File: src/rtl/tiny_rv_decode_if.sv
// tiny_rv_decode_if: fetch, writeback and ID/EX signals of the tiny_rv decode stage
interface tiny_rv_decode_if;
  logic [31:0] i_fetched_pc;
  logic [31:0] i_fetched_inst;
  logic        i_pipe_stall;
  logic        i_pipe_flush;
  logic        i_wb_en;
  logic [4:0]  i_wb_rd;
  logic [31:0] i_wb_data;
  logic        o_stall_req;
  logic        o_valid;
  logic [31:0] o_pc;
  logic [31:0] o_rs1_data;
  logic [31:0] o_rs2_data;
  logic [31:0] o_imm;
  logic [4:0]  o_rs1;
  logic [4:0]  o_rs2;
  logic [4:0]  o_rd;
  logic [2:0]  o_funct3;
  logic [3:0]  o_alu_op;
  logic        o_alu_src_imm;
  logic        o_alu_src_pc;
  logic        o_reg_write;
  logic        o_is_load;
  logic        o_is_store;
  logic        o_is_branch;
  logic        o_is_jal;
  logic        o_is_jalr;
  logic        o_illegal;
  modport master (
    output i_fetched_pc, i_fetched_inst, i_pipe_stall, i_pipe_flush, i_wb_en, i_wb_rd, i_wb_data,
    input  o_stall_req, o_valid, o_pc, o_rs1_data, o_rs2_data, o_imm, o_rs1, o_rs2, o_rd,
           o_funct3, o_alu_op, o_alu_src_imm, o_alu_src_pc, o_reg_write, o_is_load,
           o_is_store, o_is_branch, o_is_jal, o_is_jalr, o_illegal
  );
  modport slave (
    input  i_fetched_pc, i_fetched_inst, i_pipe_stall, i_pipe_flush, i_wb_en, i_wb_rd, i_wb_data,
    output o_stall_req, o_valid, o_pc, o_rs1_data, o_rs2_data, o_imm, o_rs1, o_rs2, o_rd,
           o_funct3, o_alu_op, o_alu_src_imm, o_alu_src_pc, o_reg_write, o_is_load,
           o_is_store, o_is_branch, o_is_jal, o_is_jalr, o_illegal
  );
endinterface

File: src/rtl/tiny_rv_decode.sv
// tiny_rv_decode: RV32I decode, register file read and ID/EX register with load-use stall
module tiny_rv_decode #(
  parameter logic [31:0] RESET_PC = 32'h0
) (
  input logic            i_clk,
  input logic            i_reset_n,
  tiny_rv_decode_if.slave bus
);
  typedef struct packed {
    logic        valid;
    logic [31:0] pc;
    logic [31:0] rs1_data;
    logic [31:0] rs2_data;
    logic [31:0] imm;
    logic [4:0]  rs1;
    logic [4:0]  rs2;
    logic [4:0]  rd;
    logic [2:0]  funct3;
    logic [3:0]  alu_op;
    logic        alu_src_imm;
    logic        alu_src_pc;
    logic        reg_write;
    logic        is_load;
    logic        is_store;
    logic        is_branch;
    logic        is_jal;
    logic        is_jalr;
    logic        illegal;
  } idex_t;
  localparam idex_t IDEX_RST = '{pc: RESET_PC, default: '0};
  logic [31:0] rf_q [32];
  logic [31:0] rf_d [32];
  idex_t       idex_q, idex_d, dec;
  logic [31:0] inst;
  logic [6:0]  opc;
  logic [4:0]  rs1, rs2, rd;
  logic [2:0]  f3;
  logic        op, op_imm, lui, auipc, load, store, branch, jal, jalr, known;
  logic        uses_rs1, uses_rs2, stall_req;
  logic [3:0]  alu_f;
  logic [31:0] imm_i, imm_s, imm_b, imm_u, imm_j;
  assign inst   = bus.i_fetched_inst;
  assign opc    = inst[6:0];
  assign rd     = inst[11:7];
  assign f3     = inst[14:12];
  assign rs1    = inst[19:15];
  assign rs2    = inst[24:20];
  assign op     = opc == 7'b0110011;
  assign op_imm = opc == 7'b0010011;
  assign lui    = opc == 7'b0110111;
  assign auipc  = opc == 7'b0010111;
  assign load   = opc == 7'b0000011;
  assign store  = opc == 7'b0100011;
  assign branch = opc == 7'b1100011;
  assign jal    = opc == 7'b1101111;
  assign jalr   = opc == 7'b1100111;
  assign known  = op | op_imm | lui | auipc | load | store | branch | jal | jalr;
  assign imm_i  = {{20{inst[31]}}, inst[31:20]};
  assign imm_s  = {{20{inst[31]}}, inst[31:25], inst[11:7]};
  assign imm_b  = {{19{inst[31]}}, inst[31], inst[7], inst[30:25], inst[11:8], 1'b0};
  assign imm_u  = {inst[31:12], 12'b0};
  assign imm_j  = {{11{inst[31]}}, inst[31], inst[19:12], inst[20], inst[30:21], 1'b0};
  // Only register-register ADD may become SUB; ADDI ignores bit 30
  assign alu_f  = f3 == 3'd0 ? ((op & inst[30]) ? 4'd1 : 4'd0) :
                  f3 == 3'd1 ? 4'd2 : f3 == 3'd2 ? 4'd3 : f3 == 3'd3 ? 4'd4 :
                  f3 == 3'd4 ? 4'd5 : f3 == 3'd5 ? (inst[30] ? 4'd7 : 4'd6) :
                  f3 == 3'd6 ? 4'd8 : 4'd9;
  assign uses_rs1  = !(lui | auipc | jal);
  assign uses_rs2  = op | store | branch;
  assign stall_req = idex_q.valid & idex_q.is_load & (idex_q.rd != 5'd0) &
                     ((uses_rs1 & (idex_q.rd == rs1)) | (uses_rs2 & (idex_q.rd == rs2)));
  always_comb begin
    dec             = '0;
    dec.valid       = 1'b1;
    dec.pc          = bus.i_fetched_pc;
    dec.rs1         = rs1;
    dec.rs2         = rs2;
    dec.rd          = rd;
    dec.funct3      = f3;
    dec.rs1_data    = rs1 == 5'd0 ? 32'h0 : (bus.i_wb_en && bus.i_wb_rd == rs1) ? bus.i_wb_data : rf_q[rs1];
    dec.rs2_data    = rs2 == 5'd0 ? 32'h0 : (bus.i_wb_en && bus.i_wb_rd == rs2) ? bus.i_wb_data : rf_q[rs2];
    dec.imm         = (op_imm | load | jalr) ? imm_i : store ? imm_s : branch ? imm_b :
                      (lui | auipc) ? imm_u : jal ? imm_j : 32'h0;
    dec.alu_op      = (op | op_imm) ? alu_f : lui ? 4'd10 : branch ? 4'd1 : 4'd0;
    dec.alu_src_imm = op_imm | lui | auipc | load | store | jal | jalr;
    dec.alu_src_pc  = auipc | jal;
    dec.reg_write   = (op | op_imm | lui | auipc | load | jal | jalr) & (rd != 5'd0);
    dec.is_load     = load;
    dec.is_store    = store;
    dec.is_branch   = branch;
    dec.is_jal      = jal;
    dec.is_jalr     = jalr;
    dec.illegal     = !known;
  end
  always_comb begin
    idex_d = bus.i_pipe_flush ? '0 : bus.i_pipe_stall ? idex_q :
             (stall_req || inst == 32'h0) ? '0 : dec;
    rf_d = rf_q;
    if (bus.i_wb_en && bus.i_wb_rd != 5'd0) rf_d[bus.i_wb_rd] = bus.i_wb_data;
  end
  always_ff @(posedge i_clk or negedge i_reset_n)
    if (!i_reset_n) begin
      idex_q <= IDEX_RST;
      rf_q   <= '{default: '0};
    end else begin
      idex_q <= idex_d;
      rf_q   <= rf_d;
    end
  assign bus.o_stall_req   = stall_req;
  assign bus.o_valid       = idex_q.valid;
  assign bus.o_pc          = idex_q.pc;
  assign bus.o_rs1_data    = idex_q.rs1_data;
  assign bus.o_rs2_data    = idex_q.rs2_data;
  assign bus.o_imm         = idex_q.imm;
  assign bus.o_rs1         = idex_q.rs1;
  assign bus.o_rs2         = idex_q.rs2;
  assign bus.o_rd          = idex_q.rd;
  assign bus.o_funct3      = idex_q.funct3;
  assign bus.o_alu_op      = idex_q.alu_op;
  assign bus.o_alu_src_imm = idex_q.alu_src_imm;
  assign bus.o_alu_src_pc  = idex_q.alu_src_pc;
  assign bus.o_reg_write   = idex_q.reg_write;
  assign bus.o_is_load     = idex_q.is_load;
  assign bus.o_is_store    = idex_q.is_store;
  assign bus.o_is_branch   = idex_q.is_branch;
  assign bus.o_is_jal      = idex_q.is_jal;
  assign bus.o_is_jalr     = idex_q.is_jalr;
  assign bus.o_illegal     = idex_q.illegal;
endmodule
File: src/flat_wrapper.sv
// flat-port wrapper written by rule: the top's interface ports become plain ports
module tiny_rv_decode_flat 
#(
  parameter logic [31:0] RESET_PC = 32'h0
)
  (i_clk, i_reset_n, bus_i_fetched_pc, bus_i_fetched_inst, bus_i_pipe_stall, bus_i_pipe_flush, bus_i_wb_en, bus_i_wb_rd, bus_i_wb_data, bus_o_stall_req, bus_o_valid, bus_o_pc, bus_o_rs1_data, bus_o_rs2_data, bus_o_imm, bus_o_rs1, bus_o_rs2, bus_o_rd, bus_o_funct3, bus_o_alu_op, bus_o_alu_src_imm, bus_o_alu_src_pc, bus_o_reg_write, bus_o_is_load, bus_o_is_store, bus_o_is_branch, bus_o_is_jal, bus_o_is_jalr, bus_o_illegal);
  tiny_rv_decode_if bus_i ();
  input logic i_clk;
  input logic i_reset_n;
  input wire logic [$bits(bus_i.i_fetched_pc)-1:0] bus_i_fetched_pc;
  input wire logic [$bits(bus_i.i_fetched_inst)-1:0] bus_i_fetched_inst;
  input wire logic [$bits(bus_i.i_pipe_stall)-1:0] bus_i_pipe_stall;
  input wire logic [$bits(bus_i.i_pipe_flush)-1:0] bus_i_pipe_flush;
  input wire logic [$bits(bus_i.i_wb_en)-1:0] bus_i_wb_en;
  input wire logic [$bits(bus_i.i_wb_rd)-1:0] bus_i_wb_rd;
  input wire logic [$bits(bus_i.i_wb_data)-1:0] bus_i_wb_data;
  output wire logic [$bits(bus_i.o_stall_req)-1:0] bus_o_stall_req;
  output wire logic [$bits(bus_i.o_valid)-1:0] bus_o_valid;
  output wire logic [$bits(bus_i.o_pc)-1:0] bus_o_pc;
  output wire logic [$bits(bus_i.o_rs1_data)-1:0] bus_o_rs1_data;
  output wire logic [$bits(bus_i.o_rs2_data)-1:0] bus_o_rs2_data;
  output wire logic [$bits(bus_i.o_imm)-1:0] bus_o_imm;
  output wire logic [$bits(bus_i.o_rs1)-1:0] bus_o_rs1;
  output wire logic [$bits(bus_i.o_rs2)-1:0] bus_o_rs2;
  output wire logic [$bits(bus_i.o_rd)-1:0] bus_o_rd;
  output wire logic [$bits(bus_i.o_funct3)-1:0] bus_o_funct3;
  output wire logic [$bits(bus_i.o_alu_op)-1:0] bus_o_alu_op;
  output wire logic [$bits(bus_i.o_alu_src_imm)-1:0] bus_o_alu_src_imm;
  output wire logic [$bits(bus_i.o_alu_src_pc)-1:0] bus_o_alu_src_pc;
  output wire logic [$bits(bus_i.o_reg_write)-1:0] bus_o_reg_write;
  output wire logic [$bits(bus_i.o_is_load)-1:0] bus_o_is_load;
  output wire logic [$bits(bus_i.o_is_store)-1:0] bus_o_is_store;
  output wire logic [$bits(bus_i.o_is_branch)-1:0] bus_o_is_branch;
  output wire logic [$bits(bus_i.o_is_jal)-1:0] bus_o_is_jal;
  output wire logic [$bits(bus_i.o_is_jalr)-1:0] bus_o_is_jalr;
  output wire logic [$bits(bus_i.o_illegal)-1:0] bus_o_illegal;
  assign bus_i.i_fetched_pc = bus_i_fetched_pc;
  assign bus_i.i_fetched_inst = bus_i_fetched_inst;
  assign bus_i.i_pipe_stall = bus_i_pipe_stall;
  assign bus_i.i_pipe_flush = bus_i_pipe_flush;
  assign bus_i.i_wb_en = bus_i_wb_en;
  assign bus_i.i_wb_rd = bus_i_wb_rd;
  assign bus_i.i_wb_data = bus_i_wb_data;
  assign bus_o_stall_req = bus_i.o_stall_req;
  assign bus_o_valid = bus_i.o_valid;
  assign bus_o_pc = bus_i.o_pc;
  assign bus_o_rs1_data = bus_i.o_rs1_data;
  assign bus_o_rs2_data = bus_i.o_rs2_data;
  assign bus_o_imm = bus_i.o_imm;
  assign bus_o_rs1 = bus_i.o_rs1;
  assign bus_o_rs2 = bus_i.o_rs2;
  assign bus_o_rd = bus_i.o_rd;
  assign bus_o_funct3 = bus_i.o_funct3;
  assign bus_o_alu_op = bus_i.o_alu_op;
  assign bus_o_alu_src_imm = bus_i.o_alu_src_imm;
  assign bus_o_alu_src_pc = bus_i.o_alu_src_pc;
  assign bus_o_reg_write = bus_i.o_reg_write;
  assign bus_o_is_load = bus_i.o_is_load;
  assign bus_o_is_store = bus_i.o_is_store;
  assign bus_o_is_branch = bus_i.o_is_branch;
  assign bus_o_is_jal = bus_i.o_is_jal;
  assign bus_o_is_jalr = bus_i.o_is_jalr;
  assign bus_o_illegal = bus_i.o_illegal;
  tiny_rv_decode #(.RESET_PC(RESET_PC)) u_core (.i_clk(i_clk), .i_reset_n(i_reset_n), .bus(bus_i));
endmodule
File: config.mk
export PLATFORM = sky130hd
export DESIGN_NAME = tiny_rv_decode_flat
export DESIGN_NICKNAME = d
export VERILOG_FILES = /design/src/rtl/tiny_rv_decode_if.sv /design/src/rtl/tiny_rv_decode.sv /design/src/flat_wrapper.sv
export SDC_FILE = /design/constraint.sdc
export NUM_CORES = 2
export LEC_CHECK = 0
export BUFFER_PORTS_ARGS = -buffer_cell sky130_fd_sc_hd__buf_2
export CORE_ASPECT_RATIO = 0.8
export CORE_MARGIN = 2
export CORE_UTILIZATION = 30
export DETAILED_ROUTE_END_ITERATION = 16
export SYNTH_ARGS = -nofsm -noshare
export SYNTH_HDL_FRONTEND = slang
export SYNTH_SLANG_ARGS = --single-unit
export TNS_END_PERCENT = 30
File: constraint.sdc
create_clock -name i_clk -period 2.5 [get_ports i_clk]
set_input_delay 0.125 -clock i_clk [delete_from_list [all_inputs] [get_ports i_clk]]
set_output_delay 0.125 -clock i_clk [all_outputs]
set_load 0.01 [all_outputs]
After elaboration in Yosys (flattened, before gate mapping)
Cells that the tools add are included.
{ "op_classes": {"n_eq_ne": 20, "n_reduce_logical": 14, "bitwise_logic": 34, "n_mux": 33, "n_lt_le_gt_ge": 4} }
{ "ops": {"columns": ["cell", "n"], "rows": [
  ["1024-bit bitwise mux", 1],
  ["160-bit 2-to-1 mux", 3],
  ["32-bit 2-to-1 mux", 14],
  ["32-bit binary-select mux with 5-bit select", 2],
  ["32-bit demux with 5-bit select", 1],
  ["32-bit zero test", 1],
  ["4-bit 2-to-1 mux", 8],
  ["1-bit OR", 24],
  ["7-bit by 6-bit == test with 1-bit output (second input constant)", 3],
  ["7-bit == test (second input constant)", 3],
  ["5-bit == test", 4],
  ["6-bit greater-or-equal comparator (second input constant)", 3],
  ["5-bit NOT with 6-bit output", 3],
  ["5-bit nonzero test", 3],
  ["7-bit by 5-bit == test with 1-bit output (second input constant)", 2],
  ["5-bit zero test", 2],
  ["3-bit == test (second input constant)", 3],
  ["1-bit bitwise AND", 7],
  ["7-bit by 2-bit == test with 1-bit output (second input constant)", 1],
  ["3-bit by 2-bit == test with 1-bit output (second input constant)", 2],
  ["6-bit by 1-bit < comparator with 1-bit output (second input constant)", 1],
  ["1-bit logical AND", 4],
  ["1-bit 2-to-1 mux", 4],
  ["3-bit by 1-bit == test with 1-bit output (second input constant)", 1],
  ["other kinds (4)", 5]
]} }
{ "word_totals": {"elab_cells": 156, "in_bits": 106, "out_inout_bits": 161, "register_bits": 1184} }

Longest topological paths before layout
{ "logic_depth": {"depth_word": 13, "depth_mapped": 11} }

Worst setup path after synthesis
No wires, ideal clock.
{ "synth_timing": {"path_kind": "reg-to-reg", "from": "register u_core.idex_q (netlist bit u_core.bus.o_rd[0])", "to": "register u_core.idex_q (netlist bit u_core.bus.o_rs1_data[10])", "slack_ns": 0.027, "n_path_buf": 2, "stages_incl_launch_ff": 9, "period_less_slack_ns": 2.473, "t_arrival_ns": 2.378, "setup_ns": 0.095, "path_cell_list": "dfrtp_1 or3_1 o311a_1 nor4b_4 a2111o_1 buf_6 or2_4 buf_6 o31ai_1"} }
{ "synth_via": {"elab_chain_cells": 8, "elab_cells_between_ends": 12, "cone_classes": "2 x eq/ne; 3 x mux; 5 x bitwise; 2 x reduce/logical"} }
{ "synth_rtl": {"columns": ["element", "line_no", "source"], "rows": [
  ["start, declared", "tiny_rv_decode.sv:33", "idex_t idex_q, idex_d, dec;"],
  ["start signal, assigned", "tiny_rv_decode.sv:106", "idex_q <= idex_d;"],
  ["5-bit == test", "tiny_rv_decode.sv:71", "((uses_rs1 & (idex_q.rd == rs1)) | (uses_rs2 & (idex_q.rd == rs2)));"],
  ["1-bit bitwise AND", "tiny_rv_decode.sv:71", null],
  ["1-bit OR", "tiny_rv_decode.sv:71", null],
  ["1-bit bitwise AND (*)", "tiny_rv_decode.sv:70", "assign stall_req = idex_q.valid & idex_q.is_load & (idex_q.rd != 5'd0) &"],
  ["1-bit logical OR (*)", "tiny_rv_decode.sv:97", "(stall_req || inst == 32'h0) ? '0 : dec;"],
  ["160-bit 2-to-1 mux (*)", "tiny_rv_decode.sv:97", null],
  ["160-bit 2-to-1 mux (*) (2 in series)", "tiny_rv_decode.sv:96", "idex_d = bus.i_pipe_flush ? '0 : bus.i_pipe_stall ? idex_q :"]
]} }
Mark *: on every way between the ends. The rest lies on a longest branch, timed or not. The select of a mux whose other input is x is not followed.
A chain may end at the register's enable or synchronous reset.

Worst setup path after layout
{ "layout_timing": {"from": "register u_core.idex_q (netlist bit u_core.bus.o_rd[0])", "to": "register u_core.idex_q (netlist bit u_core.bus.o_rs1_data[7])"} }
The elaborated chain is that of the path after synthesis.

==> run metrics <==
status complete, but fails checks; failing checks setup timing; largest net degree at the start of global routing 100; wire per inst 29.7 um; final setup fails 149; GPL Wtd Cong 0.854; pins over their slew limit 0; core outline area 0.203 mm2; Cells after Synth 4152; area fraction of the dominant cell type after synthesis 0.484; H-tree Lvls 3; post-route minimum period 2.65 ns; full die area 0.208 mm2; count of buffers from port buffering 266; Setup CP Type register to register; peak supply drop just under 0.6 mV; synthesized flop and latch total ~1200; Slew headroom 0.397; cell area power density approximately 740 mW/mm2; layout cells sized above 1 0.522; Setup crit end kind register; HP Class input pin to register; Critical Path RT 3.17 ns; Residual DRC 0; count leader, synth dfrtp_1; Slew @ Worst Pin ~0.90 ns; setup TNS -11.95 ns; die height 408 um; unrepaired setup endpoints after global routing yes; Buffers & Inverters on Critical Path 2; yosys warns 0; most frequent cells after synthesis dfrtp_1, mux2_2, mux4_2; Synth area leaders dfrtp_1, mux2_2, mux4_2, mux2i_1, clkbuf_1; clock slew seen by the registers of the worst setup and hold paths 0.07 ns; IO Pins 267; worst-skew pair later-pin latency 0.78 ns; asr flop ratio synth 1.00; Syn Nets ~4300; GRT Total Usage 0.205; DRT antenna net count 0; sequential fraction of the synthesis area 0.484; cell taking the most area after synthesis dfrtp_1; root buf cell clkbuf_16; Sequential Area 0.0296 mm2; clock buffer depth 3; crit path launch type register; delay-heaviest family, CP compound AO/OA/AOI/OAI gates; Tcrit/Tclk final 1.06; prevailing post-synth register cell dfrtp_1; row cnt 148; number of synthesized flops with an enable pin 0; antenna violations before repair 7; dpl ws -0.261 ns; Overflow after GRT 0; Clock Skew 0.0518 ns; area of the multi-input gates 0.0301 mm2; chain of cells forming the critical path or3_1, o311a_1, buf_6, a2111o_2, or2_4, buf_12, o31ai_2; Layout Nets 4613; DRT iter0 DRCs 4201; Inserted Clock Buffers around 120; Critical Path Max Stage Delay 0.51 ns; number of max-cap violations 0; CTS tree done; vias in the first global route 41811; hpwl dp 138 mm; initial core utilization 0.302; Leak Pwr 32.3 nW; area grow syn2layout 20.2%; critical path's slowest cell a2111o_2; Vias/cell 5.71; Via Count 41733; max frequency approximately 380 MHz; first-pass GRT wire length 311 mm; final hold violations 0; Arr. time, crit path approximately 3.3 ns; Die Wd 509 um; clk sinks roughly 1200; drt first pass iters 6; Synth cell types 64; routed wire length 217 mm; Setup WS post-layout -0.151 ns; filler instances 19188; syn avg cell area 14.8 um2; worst-path maximum fanout 17; synthesized cell area 0.0613 mm2
-- worst register-to-register path: cells and delay by family, from the launching register on --
kind	cells	cell delay, ns
AO/OA/AOI/OAI	3	1.15
AND/OR/NAND/NOR	2	0.71
flip-flops	1	0.39
buffers and inverters	2	0.31
-- worst paths after layout --
kind                       slack, ns  cells past startpoint                   start                       end
setup / recovery               -0.15                      7      u_core.bus.o_rd[0]  u_core.bus.o_rs1_data[7]
setup reg to reg               -0.15                      7      u_core.bus.o_rd[0]  u_core.bus.o_rs1_data[7]
hold / removal                  0.07                      3  bus_i_fetched_inst[15]       u_core.bus.o_rs1[0]
max in group asynchronous       0.97                      4               i_reset_n           u_core.rf_q[80]
hold reg to reg                 0.40                      0        u_core.rf_q[994]          u_core.rf_q[994]
min in group asynchronous       0.53                      3               i_reset_n           u_core.rf_q[97]
-- cells by family (layout without fill, tap and decap cells) --
family                 Yosys count  in the layout  share of synthesized area
XOR/XNOR                        20             20                    0.00286
AO/OA/AOI/OAI                  398            398                     0.0482
other                            0              2                          0
AND/OR/NAND/NOR                366            366                     0.0285
flip-flops                    1184           1184                      0.484
multiplexers                  1713           1713                      0.404
buffers and inverters          471            922                     0.0324
-- report_power, final --
group	total (W)	internal, W	switching (W)
clock network	0.0186	0.0105	0.00812
logic	0.0112	0.00669	0.00449
registers	0.0251	0.0225	0.00261
-- layer usage --
| layer | part of all wire | global-route usage | routed length, um | vias up |
|---|---|---|---|---|
| met5 | 0.00011 | 0 | 24 | - |
| met2 | 0.44 | 0.306 | 96300 | 2051 |
| met1 | 0.44 | 0.295 | 95800 | 22593 |
| met3 | 0.085 | 0.0488 | 18500 | 378 |
| met4 | 0.030 | 0.0566 | 6580 | 4 |
| li1 | - | - | - | 16707 |
-- layout make-up --
class / count / area share
Multi-Input combinational cell: 2497 / 0.409
Clock buffer: 165 / 0.0455
Clock inverter: 49 / 0.00841
Tap cell: 2700 / 0.0459
Inverter: 5 / 0.000255
Sequential cell: 1184 / 0.402
Antenna cell: 2 / 0.0000680
Timing Repair Buffer: 703 / 0.0890
-- through the flow --
step | hold WS (ns) | instances | instance area [um2] | power [W] | util
finish | 0.0729 | 7305 | 73600 | 0.0549 | 0.362
global route | 0.0528 | 7304 | 73600 | 0.0571 | 0.362
CTS | 0.0215 | 7298 | 73400 | 0.0549 | 0.361
detailed placement | 0.123 | 6979 | 68200 | 0.0362 | 0.336
global placement | 0.115 | 6979 | 68200 | 0.0358 | 0.336
floorplan | -0.171 | 4152 | 61300 | 0.0322 | -
-- repair_timing --
action,CTS,global route
hold buffers,97,0
pin swaps,27,45
endpoints found under the hold margin,1816,0
endpoints found under the setup margin,150,160
gates cloned,3,4
setup buffers,5,1
gates resized for setup,32,28
-- state kept, by name, indices dropped and copies added (netlist names) --
signal	flops
u_core.bus.o_is_branch	1
u_core.bus.o_rs1_data	32
u_core.bus.o_is_jalr	1
u_core.bus.o_is_store	1
u_core.bus.o_illegal	1
u_core.rf_q	1024
u_core.bus.o_imm	32
u_core.bus.o_alu_src_pc	1
u_core.bus.o_reg_write	1
u_core.bus.o_valid	1
u_core.bus.o_is_load	1
u_core.bus.o_is_jal	1
u_core.bus.o_pc	32
u_core.bus.o_rs2_data	32
u_core.bus.o_rs1	5
u_core.bus.o_alu_src_imm	1
u_core.bus.o_alu_op	4
u_core.bus.o_funct3	3
u_core.bus.o_rs2	5
u_core.bus.o_rd	5
-- layout by cell type, fill, tap and decap left out, types with 12 or more instances in the layout --
cell           count
a21oi_1           47
a221o_1           32
a22o_1            92
a22oi_1           40
a31oi_1           22
a32o_1            13
buf_12           117
buf_2            256
buf_4            216
clkbuf_1          24
clkbuf_16        120
clkbuf_8          24
clkinv_2          24
dfrtp_1         1184
dlygate4sd3_1     96
mux2_2          1019
mux2i_1          186
mux4_2           508
nand2_1          134
nand2_4           12
nand2b_1          27
nand3_1           13
nor2_1            46
nor2_4            16
nor2b_1           13
nor3_1            49
o21ai_0           40
o22ai_1           33
No activity file was read; power rests on OpenSTA's default activity.
